[src/rtl/ddr3_arb.sv]
`default_nettype none
// ----------------------------------------------------------------------------
// ddr3_arb : two-client (write/read) round-robin arbiter in front of a MIG port
// Revision : 1.0
// ----------------------------------------------------------------------------
module ddr3_arb #(
  parameter logic [15:0] p_timeout  = 16'd4096,
  parameter logic        p_wr_first = 1'b1
) (
  input  logic        i_ddr3_clk,
  input  logic        i_rst,
  input  logic        i_init_calib_complete,
  // write client
  input  logic        i_wr_request,
  output logic        o_wr_response,
  input  logic        i_wr_app_en,
  input  logic [2:0]  i_wr_app_cmd,
  input  logic [26:0] i_wr_addr,
  input  logic        i_wr_app_wdf_wren,
  input  logic        i_wr_bust_end,
  // read client
  input  logic        i_rd_request,
  output logic        o_rd_response,
  input  logic        i_rd_app_en,
  input  logic [2:0]  i_rd_app_cmd,
  input  logic [26:0] i_rd_addr,
  input  logic        i_rd_bust_end,
  // MIG side
  output logic        o_app_en,
  output logic [2:0]  o_app_cmd,
  output logic [26:0] o_app_addr,
  output logic        o_app_wdf_wren,
  output logic        o_app_wdf_end,
  // status
  output logic        o_timeout_err,
  output logic [2:0]  o_cs
);

  typedef enum logic [2:0] {
    S_idle    = 3'd0,
    S_wr_busy = 3'd1,
    S_rd_busy = 3'd2,
    S_release = 3'd3
  } state_t;

  localparam logic [15:0] c_wdog_last = p_timeout - 16'd1;

  state_t      state_q, state_d;
  logic        last_wr_q, last_wr_d;
  logic [15:0] wdog_q, wdog_d;
  logic        wr_resp_q, wr_resp_d;
  logic        rd_resp_q, rd_resp_d;
  logic        tmo_q, tmo_d;
  logic        w_own_end;

  always_ff @(posedge i_ddr3_clk or posedge i_rst) begin
    if (i_rst) begin
      state_q   <= S_idle;
      last_wr_q <= ~p_wr_first;
      wdog_q    <= 16'd0;
      wr_resp_q <= 1'b0;
      rd_resp_q <= 1'b0;
      tmo_q     <= 1'b0;
    end else begin
      state_q   <= state_d;
      last_wr_q <= last_wr_d;
      wdog_q    <= wdog_d;
      wr_resp_q <= wr_resp_d;
      rd_resp_q <= rd_resp_d;
      tmo_q     <= tmo_d;
    end
  end

  // Only the owning client's burst end can close the burst.
  assign w_own_end = (state_q == S_wr_busy) ? i_wr_bust_end : i_rd_bust_end;

  always_comb begin
    state_d   = state_q;
    last_wr_d = last_wr_q;
    wdog_d    = wdog_q;
    wr_resp_d = 1'b0;
    rd_resp_d = 1'b0;
    tmo_d     = 1'b0;
    case (state_q)
      S_idle: begin
        if (i_init_calib_complete) begin
          if (i_wr_request && (!i_rd_request || !last_wr_q)) begin
            state_d   = S_wr_busy;
            last_wr_d = 1'b1;
            wr_resp_d = 1'b1;
            wdog_d    = 16'd0;
          end else if (i_rd_request) begin
            state_d   = S_rd_busy;
            last_wr_d = 1'b0;
            rd_resp_d = 1'b1;
            wdog_d    = 16'd0;
          end
        end
      end
      S_wr_busy, S_rd_busy: begin
        if (w_own_end) begin
          state_d = S_release;
        end else if (wdog_q == c_wdog_last) begin
          state_d = S_release;
          tmo_d   = 1'b1;
        end else if (wdog_q != 16'hFFFF) begin
          wdog_d = wdog_q + 16'd1;
        end
      end
      S_release: state_d = S_idle;
      default:   state_d = S_idle;
    endcase
  end

  // MIG mux is driven from registered state so reset gates it immediately.
  always_comb begin
    o_app_en       = 1'b0;
    o_app_cmd      = 3'd0;
    o_app_addr     = 27'd0;
    o_app_wdf_wren = 1'b0;
    case (state_q)
      S_wr_busy: begin
        o_app_en       = i_wr_app_en;
        o_app_cmd      = i_wr_app_cmd;
        o_app_addr     = i_wr_addr;
        o_app_wdf_wren = i_wr_app_wdf_wren;
      end
      S_rd_busy: begin
        o_app_en   = i_rd_app_en;
        o_app_cmd  = i_rd_app_cmd;
        o_app_addr = i_rd_addr;
      end
      default: ;
    endcase
  end

  assign o_app_wdf_end = o_app_wdf_wren;
  assign o_wr_response = wr_resp_q;
  assign o_rd_response = rd_resp_q;
  assign o_timeout_err = tmo_q;
  assign o_cs          = state_q;

endmodule
`default_nettype wire

[config.mk]
export PLATFORM = sky130hd
export DESIGN_NAME = ddr3_arb
export DESIGN_NICKNAME = d
export VERILOG_FILES = /design/src/rtl/ddr3_arb.sv
export SDC_FILE = /design/constraint.sdc
export NUM_CORES = 1
export LEC_CHECK = 0
export BUFFER_PORTS_ARGS = -buffer_cell sky130_fd_sc_hd__buf_2
export CAP_MARGIN = 30
export CORE_AREA = 2 2 80 82
export DETAILED_ROUTE_END_ITERATION = 10
export DIE_AREA = 0 0 82 84
export SLEW_MARGIN = 20
export SYNTH_ARGS = -nofsm -noshare
export SYNTH_HDL_FRONTEND = slang
export SYNTH_SLANG_ARGS = --single-unit
[constraint.sdc]
create_clock -name i_ddr3_clk -period 3.2 [get_ports i_ddr3_clk]
set_clock_uncertainty 0.05 [all_clocks]
set_input_delay 0.48 -clock i_ddr3_clk [delete_from_list [all_inputs] [get_ports i_ddr3_clk]]
set_output_delay 0.48 -clock i_ddr3_clk [all_outputs]
set_load 0.02 [all_outputs]
== After elaboration in Yosys (flattened, before gate mapping) ==
Index checks and enable logic that the tools add are counted.
Widths: inputs -> output; s select.
Word-level totals
  flip-flop bits (word level): 23
  input bits: 70
  output and inout port bits: 39
  word-level logic and storage cells: 58
Operators by class
  $add $sub $neg: 1
  equality and inequality tests: 10
  mux-type cells: 30
  reductions and logical operators: 11
Operators by type and width (count)
  $mux 16: 6
  $pmux 27 s2: 1
  $pmux 16 s2: 1
  $add 16x1->16 const B: 1
  $eq 16x12->1 const B: 1
  $ne 16x16->1 const B: 1
  $mux 3: 5
  $mux 1: 14
  $pmux 3 s2: 2
  $ne 2x2->1 const B: 4
  $ne 3x3->1 const B: 2
  $reduce_and 3->1: 2
  $reduce_and 6->1: 1
  $reduce_bool 2->1: 2
  $eq 3x1->1 const B: 1
  $eq 3x2->1 const B: 1
  $logic_not 3->1: 1
  $logic_not 1->1: 2
  $pmux 1 s2: 1
  $reduce_or 2->1: 1
  $logic_and 1x1->1: 1
  $logic_or 1x1->1: 1

== Longest topological paths before layout ==
Gate-level depths: netlist of run 1.
  word-level depth: 6
  mapped depth: 10
  mapped depth without buffers: 7

== Worst setup path before layout of run 1 ==
No wires, ideal clock.
  path kind: register -> output
  start point: reg state_q[0], in the netlist o_cs[0]
  end point: out o_app_addr[0]
  data arrival time: 1835 ps
  data required time: 2670 ps
  slack: 835 ps
  stages on the path, launching flop included: 7
  path buffers: 2
  cell sequence: dfrtp_1 inv_1 ha_1 inv_2 clkbuf_1 buf_1 nor2_1
On the way
  cells in the longest elaborated chain, start to end: 2
  elaborated cells between the ends (all ways): 3
  classes of those cells: eq/ne: 2; mux: 1
RTL lines
  start, declared: line 48  | state_t state_q, state_d;
  start signal, assigned: line 58  | state_q <= S_idle;
  start signal, assigned: line 65  | state_q <= state_d;
  $eq 3x2->1 or $eq 3x1->1 (tied branches): line 121  | case (state_q)
  $pmux 27 s2 (*): line 121
  end, declared: line 31  | output logic [26:0] o_app_addr,
Every way passes the cells marked *; elsewhere a longest branch is shown, timed or not.

== Worst setup path after layout of run 1 ==
  start point: reg wdog_q[0]
  end point: reg wdog_q[2]
On the way
  cells in the longest elaborated chain, start to end: 5
  elaborated cells between the ends (all ways): 10
  classes of those cells: add/sub: 1; eq/ne: 4; mux: 4; reduce/logical: 1
RTL lines
  start, declared: line 50  | logic [15:0] wdog_q, wdog_d;
  start signal, assigned: line 67  | wdog_q <= wdog_d;
  $add 16x1->16: line 107  | wdog_d = wdog_q + 16'd1;
  $mux 16: line 106  | end else if (wdog_q != 16'hFFFF) begin
  $mux 16: line 103  | end else if (wdog_q == c_wdog_last) begin
  $mux 16: line 101  | if (w_own_end) begin
  $pmux 16 s2: line 84  | case (state_q)
Parallel ways exist; a longest one is shown, timed or not. The select of a mux whose other input is x is not followed.
A chain may end at the register's enable or synchronous reset.

==> reports/results.md, run 1 <==
| Quantity | This run |
| --- | --- |
| Outcome | completed |
| Leakage power | 0.00118 µW |
| GR Overflow Total | 0 |
| Worst-path fanout max | 23 |
| Initial core utilization | 0.285 |
| Required time of the critical path | 3300 ps |
| Total setup buffers inserted after CTS | 0 |
| Crit start category | flip-flop |
| Classification of the worst setup path | reg2reg |
| Cts hold-fix bufs | 0 |
| Classification of the worst-slack hold path | in2async |
| Synth top area share | 0.317 |
| Area of combinational cells with multiple inputs | 1060 µm² |
| Antenna diodes | 0 |
| Via total after detailed routing | 2003 |
| Most used flip-flop cell after synthesis | sky130_fd_sc_hd__dfrtp_1 |
| CP Data Arrival Time | 2690 ps |
| Root cell of the clock tree | sky130_fd_sc_hd__clkbuf_8 |
| Final Wtd Congestion | 0.815 |
| Footprint of the flip-flops and latches | 551 µm² |
| Final setup margin | 608 ps |
| Startpoint of the worst-slack reg-to-reg timing path | wdog_q[0]$_DFFE_PP0P_ |
| Slack of the worst reg-to-reg path | 610 ps |
| Setup_tns | 0 ps |
| Non-filler instance count after layout | 395 |
| Post-synthesis average cell area | 7.78 µm² |
| Timing startpoint of the critical path | wdog_q[0]$_DFFE_PP0P_ |
| Largest net degree at the start of global routing | 36 |
| IO buf count | 107 |
| FMAX | 0.386 GHz |
| Wire per inst | 13.1 µm |
| Power consumption | 2340 µW |
| Total number of H-tree levels | 1 |
| Routed Wire Length | 5.17 mm |
| Number of global-route vias before repair | 1715 |
| Post-synth top area cell | sky130_fd_sc_hd__dfrtp_1 |
| Final Setup Violations | 0 |
| Proportion of synthesized chip area in sequential cells | 0.317 |
| Count of cells resized by post-cts repair | 0 |
| Share of cells above drive strength 1 | 0.393 |
| Final hold vios | 0 |
| Number of warnings printed during yosys synthesis | 0 |
| Avg Vias per Cell | 5.07 |
| Setup repair after global routing missed its margin | false |
| Share of the clock period used by the worst path | 0.810 |
| Register clock-pin slew on the reported worst setup and hold paths | 80 ps |
| Area contributors post-synth | sky130_fd_sc_hd__dfrtp_1 32%, sky130_fd_sc_hd__a22oi_1 13%, sky130_fd_sc_hd__nor2_1 8.9% |
| Register bit total from synthesis | 22 |
| Number of slew-limit violations in the final report | 0 |
| Die ar. | 6890 µm² |
| Layout fillers | 660 |
| TritonCTS clock tree | yes |
| Pre-CTS WS | 645 ps |
| Async set-or-reset flop fraction in the synthesized netlist | 1.00 |
| Die Span Y | 84 µm |
| Minimum clock period after layout | 2590 ps |
| Max-Slew Margin vs Limit | 0.438 |
| Placed Cells incl. Taps | 392 |
| Number of distinct library cells after synthesis | 43 |
| Iter 0 DRT Violations | 84 |
| Half-perimeter wire length after detailed placement | 3.91 mm |
| Final nets | 395 |
| Number of DRC violations after detailed routing | 0 |
| Ratio of total power to cell area | 998 nW/µm² |
| Bufs on Longest Clock Path | 2 |
| Worst Max-Slew Pin Slew | 842 ps |
| Core area | 6100 µm² |
| Area delta synth->final | 35.0% |
| Initial DRT Pass Iterations | 4 |
| EDFF count, synth | 0 |
| Max-cap violation count | 0 |
| Post-route antenna net violation count | 0 |
| Clk sink count | 22 |
| Number of antenna violations at the first check in global routing | 0 |
| Syn_nets | 298 |
| Wire length of the first global-routing pass | 7.62 mm |
| Gate Count Post-Synth | 223 |
| Number of clock buffers inserted by TritonCTS | 3 |
| Top-level port count | 109 |
| # rows | 29 |
| Maximum vdd drop | 0.582 mV |
| Netlist area before placement | 1740 µm² |
| Aggregate global-route resource usage | 0.137 |
| DIE WIDTH | 82 µm |
| Clock latency on the worst-skew pair | 260 ps |
| Endpoint type of the worst setup path | flip-flop |
| Final cell utilization of the core | 0.384 |
[kinds of logic after synthesis]
logic type      Yosys count  share of synthesized area
compound gates           63                      0.268
fa+ha+maj                 5                     0.0360
buf+inv                  26                     0.0707
flops                    22                      0.317
mux                       3                     0.0195
other cells               1                    0.00216
simple gates            103                      0.286
[per-stage QoR]
stage | instance area, µm² | hold WS, ps
after floorplan | 1740 | 398
after CTS | 2340 | 370
after detailed placement | 2300 | 429
after global placement | 2300 | 420
final | 2340 | 319
after global routing | 2340 | 387
[metal layers]
| metal | track usage | vias up | wire, µm |
|---|---|---|---|
| met1 | 0.164 | 913 | 2150 |
| li1 | - | 1003 | - |
| met2 | 0.253 | 83 | 2530 |
| met3 | 0.0227 | 4 | 467 |
| met4 | 0.0227 | 0 | 27 |
| met5 | 0 | - | 0 |
[area by class of cell]
class	instances	area share
timing repair buffer	111	0.241
clock buffer	3	0.0176
sequential	22	0.235
inverter	7	0.0112
multi-input combinational	175	0.454
tap	77	0.0411
[critical path, cell delays in order, from the launching register on]
cell,delay (ps)
sky130_fd_sc_hd__dfrtp_1,410
sky130_fd_sc_hd__ha_1,240
sky130_fd_sc_hd__nand4_1,200
sky130_fd_sc_hd__or4_1,660
sky130_fd_sc_hd__o21ai_4,490
sky130_fd_sc_hd__or2_1,310
sky130_fd_sc_hd__o21ai_0,120
[Yosys cell counts (2+ instances only)]
| cell | number |
|---|---|
| sky130_fd_sc_hd__inv_1 | 6 |
| sky130_fd_sc_hd__and3_1 | 2 |
| sky130_fd_sc_hd__o41ai_1 | 2 |
| sky130_fd_sc_hd__o21ai_1 | 3 |
| sky130_fd_sc_hd__buf_2 | 2 |
| sky130_fd_sc_hd__nand2_1 | 18 |
| sky130_fd_sc_hd__a22o_1 | 2 |
| sky130_fd_sc_hd__or4_1 | 7 |
| sky130_fd_sc_hd__buf_1 | 3 |
| sky130_fd_sc_hd__buf_4 | 2 |
| sky130_fd_sc_hd__or2_2 | 2 |
| sky130_fd_sc_hd__nand4_1 | 5 |
| sky130_fd_sc_hd__nand2b_1 | 3 |
| sky130_fd_sc_hd__and2_1 | 2 |
| sky130_fd_sc_hd__ha_1 | 5 |
| sky130_fd_sc_hd__o21ai_0 | 10 |
| sky130_fd_sc_hd__dfrtp_1 | 22 |
| sky130_fd_sc_hd__clkbuf_1 | 10 |
| sky130_fd_sc_hd__nor3_1 | 2 |
| sky130_fd_sc_hd__nor2_1 | 41 |
| sky130_fd_sc_hd__o211ai_1 | 3 |
| sky130_fd_sc_hd__nand3_1 | 14 |
| sky130_fd_sc_hd__mux2_2 | 3 |
| sky130_fd_sc_hd__buf_6 | 2 |
| sky130_fd_sc_hd__a21oi_1 | 3 |
| sky130_fd_sc_hd__o31ai_1 | 2 |
| sky130_fd_sc_hd__a22oi_1 | 31 |
[sequential cells by signal, summed over array words and instances, names as in the netlist]
signal	flops
last_wr_q	1
o_cs	2
o_rd_response	1
o_timeout_err	1
o_wr_response	1
wdog_q	16
[layout by cell type (no fill, tap or decap), types with 2 or more instances in the layout]
cell / n
sky130_fd_sc_hd__buf_2: 107
sky130_fd_sc_hd__nor2_1: 41
sky130_fd_sc_hd__a22oi_1: 31
sky130_fd_sc_hd__dfrtp_1: 22
sky130_fd_sc_hd__nand2_1: 18
sky130_fd_sc_hd__nand3_1: 14
sky130_fd_sc_hd__o21ai_0: 10
sky130_fd_sc_hd__or4_1: 7
sky130_fd_sc_hd__inv_1: 6
sky130_fd_sc_hd__nand4_1: 5
sky130_fd_sc_hd__ha_1: 5
sky130_fd_sc_hd__buf_4: 4
sky130_fd_sc_hd__o211ai_1: 3
sky130_fd_sc_hd__nand2b_1: 3
sky130_fd_sc_hd__mux2_2: 3
sky130_fd_sc_hd__o21ai_1: 3
sky130_fd_sc_hd__a21oi_1: 3
sky130_fd_sc_hd__clkbuf_8: 3
sky130_fd_sc_hd__a22o_1: 2
sky130_fd_sc_hd__and2_1: 2
sky130_fd_sc_hd__o31ai_1: 2
sky130_fd_sc_hd__o41ai_1: 2
sky130_fd_sc_hd__nor3_1: 2
sky130_fd_sc_hd__or2_2: 2
sky130_fd_sc_hd__and3_1: 2
[path summary, 6_finish.rpt]
kind                                      endpoint  cells past startpoint
hold reg to reg              wdog_q[6]$_DFFE_PP0P_                      1
max in group asynchronous  o_timeout_err$_DFF_PP0_                      2
min in group i_ddr3_clk      wdog_q[6]$_DFFE_PP0P_                      1
setup reg to reg             wdog_q[2]$_DFFE_PP0P_                      6
hold / removal               wdog_q[6]$_DFFE_PP0P_                      2
setup / recovery             wdog_q[2]$_DFFE_PP0P_                      6
[where the power goes]
part / leakage [µW] / total, µW / switching, µW / internal (µW)
clock: 0.0000216 / 174 / 89.9 / 84.1
sequential: 0.000283 / 455 / 92.2 / 363
combinational: 0.000877 / 1710 / 1120 / 587
total: 0.00118 / 2340 / 1300 / 1030
No activity file was read; power rests on OpenSTA's default activity.
==> run 2, diff against run 1 <==
==> constraint.sdc (replaced) <==
create_clock -name i_ddr3_clk -period 2.35 [get_ports i_ddr3_clk]
set_clock_uncertainty 0.05 [all_clocks]
set_input_delay 0.3525 -clock i_ddr3_clk [delete_from_list [all_inputs] [get_ports i_ddr3_clk]]
set_output_delay 0.3525 -clock i_ddr3_clk [all_outputs]
set_load 0.02 [all_outputs]
==> run 2 against run 1 <==
Against the previous run:
- utilization up 3.0 points
- power is 49% higher
- critical endpoint is now wdog_q[13]$_DFFE_PP0P_
- highest routed layer unchanged
- register-to-register slack got worse by 510 ps
- worst setup slack worse by 510 ps
==> reports/results.md, run 2 (synthesis gave the netlist of run 1 again) <==
| Quantity | This run | Change |
| --- | --- | --- |
| Outcome | completed |  |
| Final hold vios | 0 | unchanged |
| Number of clock buffers inserted by TritonCTS | 3 | unchanged |
| Root cell of the clock tree | sky130_fd_sc_hd__clkbuf_8 |  |
| Area delta synth->final | 45.6% |  |
| Share of cells above drive strength 1 | 0.436 | +0.0431 |
| Most flops, register | wdog_q |  |
| Die Span Y | 84 µm | unchanged |
| Number of slew-limit violations in the final report | 0 | unchanged |
| Worst Max-Slew Pin Slew | 536 ps | -306 ps |
| Post-route antenna net violation count | 0 | unchanged |
| GR Overflow Total | 0 | unchanged |
| Setup repair after global routing missed its margin | true |  |
| Final setup margin | 102 ps | -506 ps |
| Share of the clock period used by the worst path | 0.957 | +0.147 |
| TritonCTS clock tree | yes |  |
| Leading cell type in the layout, fill and taps excluded | sky130_fd_sc_hd__buf_2 |  |
| Maximum vdd drop | 0.573 mV | -1.5% |
| Number of flip-flops in the largest register | 16 | unchanged |
| Required time of the critical path | 2500 ps | -800 ps |
| Final Wtd Congestion | 0.812 | -0.38% |
| Crit start category | flip-flop |  |
| Iter 0 DRT Violations | 75 | -11% |
| Initial DRT Pass Iterations | 5 | +1 |
| Number of global-route vias before repair | 1895 | +10% |
| Final nets | 413 | +4.6% |
| Die ar. | 6890 µm² | unchanged |
| Leakage power | 0.00128 µW | +8.6% |
| Endpoint type of the worst setup path | flip-flop |  |
| Top-level port count | 109 | unchanged |
| Ratio of total power to cell area | 1380 nW/µm² | +38% |
| Max-cap violation count | 0 | unchanged |
| Classification of the worst setup path | reg2reg |  |
| IO buf count | 107 | unchanged |
| Wire length of the first global-routing pass | 8.44 mm | +11% |
| Register clock-pin slew on the reported worst setup and hold paths | 70 ps | about the same |
| Minimum clock period after layout | 2250 ps | -344 ps |
| Hold Slack | 322 ps | +3.70 ps |
| Aggregate global-route resource usage | 0.152 | +0.0155 |
| Placed Cells incl. Taps | 404 | +3.1% |
| CP Data Arrival Time | 2400 ps | -290 ps |
| Proportion of power drawn by the clock network | 0.079 | +0.005 |
| Final cell utilization of the core | 0.414 | +0.0302 |
| P_sw | 1830 µW | +41% |
| Wire per inst | 13.0 µm | -0.95% |
| Total number of H-tree levels | 1 | unchanged |
| Internal power | 1660 µW | +60% |
| Switching power as a share of total power | 0.525 | -0.0320 |
| Non-filler instance count after layout | 414 | +4.8% |
| Via total after detailed routing | 2075 | +3.6% |
| # rows | 29 | unchanged |
| Initial core utilization | 0.285 | unchanged |
| Clk sink count | 22 | unchanged |
| Largest net degree at the start of global routing | 33 | -8.3% |
| Routed Wire Length | 5.37 mm | +3.8% |
| Final Setup Violations | 0 | unchanged |
| Worst-path fanout max | 11 | -52% |
| Top library cells by usage in the layout, fill and taps aside | 107 x sky130_fd_sc_hd__buf_2, 41 x sky130_fd_sc_hd__nor2_1, 31 x sky130_fd_sc_hd__a22oi_1, 22 x sky130_fd_sc_hd__dfrtp_1, 20 x sky130_fd_sc_hd__buf_4 |  |
| Number of antenna violations at the first check in global routing | 0 | unchanged |
| Part of the total power dissipated in combinational logic | 0.750 | +0.019 |
| Clock latency on the worst-skew pair | 270 ps | about the same |
| FMAX | 0.445 GHz | +15% |
| Half-perimeter wire length after detailed placement | 4.17 mm | +6.7% |
| DIE WIDTH | 82 µm | unchanged |
| Core area | 6100 µm² | unchanged |
| Classification of the worst-slack hold path | in2reg |  |
| Bufs on Longest Clock Path | 2 | unchanged |
| Max-Slew Margin vs Limit | 0.640 | +0.202 |
| Avg Vias per Cell | 5.01 | -1.2% |
| Number of DRC violations after detailed routing | 0 | unchanged |
| Pre-CTS WS | 103 ps | -541 ps |
| Slack of the worst reg-to-reg path | 100 ps | -510 ps |
| Register share of total power | 0.171 | -0.024 |
| Antenna diodes | 0 | unchanged |
run 2: per-stage QoR:
stage / TNS (ps) / area [µm²] / total power (µW)
final: 0 / 2530 / 3490
after global routing: -87.7 / 2530 / 3840
after CTS: 0 / 2450 / 3400
after detailed placement: 0 / 2390 / 3120
after global placement: 0 / 2390 / 3080
after floorplan: 0 / 1740 / 2390
run 2: worst paths after layout:
| path | from | to | cells past startpoint |
|---|---|---|---|
| max | o_cs[0]$_DFFE_PP0P_ | wdog_q[13]$_DFFE_PP0P_ | 8 |
| min | i_rd_request | o_rd_response$_DFF_PP0_ | 3 |
| max reg2reg | o_cs[0]$_DFFE_PP0P_ | wdog_q[13]$_DFFE_PP0P_ | 8 |
| min reg2reg | last_wr_q$_DFFE_PP0P_ | last_wr_q$_DFFE_PP0P_ | 1 |
| max in group asynchronous | i_rst | last_wr_q$_DFFE_PP0P_ | 4 |
| min in group asynchronous | i_rst | wdog_q[2]$_DFFE_PP0P_ | 3 |
run 2: power by group through the flow:
stage               combinational [µW]  sequential, µW  clock [µW]
floorplan                         1760             627           0
global placement                  2490             594           0
detailed placement                2520             599           0
CTS                               2530             593         286
global route                      2920             614         307
finish                            2620             597         274
run 2: repair_timing:
item | CTS | global route
endpoints found under the setup margin | 0 | 7
buffers inserted | 0 | 4
gates resized for setup | 0 | 4
endpoints found under the hold margin | 0 | 6
hold buffers | 0 | 1
run 2: area by class of cell:
class                      instances  area [µm²]
timing repair buffer             129         723
sequential                        22         551
tap                               77        96.3
inverter                           7        26.3
clock buffer                       4        55.1
fill                             643        3570
multi-input combinational        175        1070
run 2: critical path, cell delays in order (launching register included):
cell	delay (ps)
sky130_fd_sc_hd__dfrtp_1	410
sky130_fd_sc_hd__inv_1	80
sky130_fd_sc_hd__ha_2	390
sky130_fd_sc_hd__nand2b_1	110
sky130_fd_sc_hd__a22oi_4	250
sky130_fd_sc_hd__o21ai_4	140
sky130_fd_sc_hd__buf_4	180
sky130_fd_sc_hd__or4_1	470
sky130_fd_sc_hd__nand3_1	100
run 2: layer usage:
| layer | track usage | routed length [µm] |
|---|---|---|
| met1 | 0.180 | 2210 |
| met2 | 0.285 | 2630 |
| met3 | 0.0162 | 427 |
| met4 | 0.0364 | 98 |
| met5 | 0 | 0 |
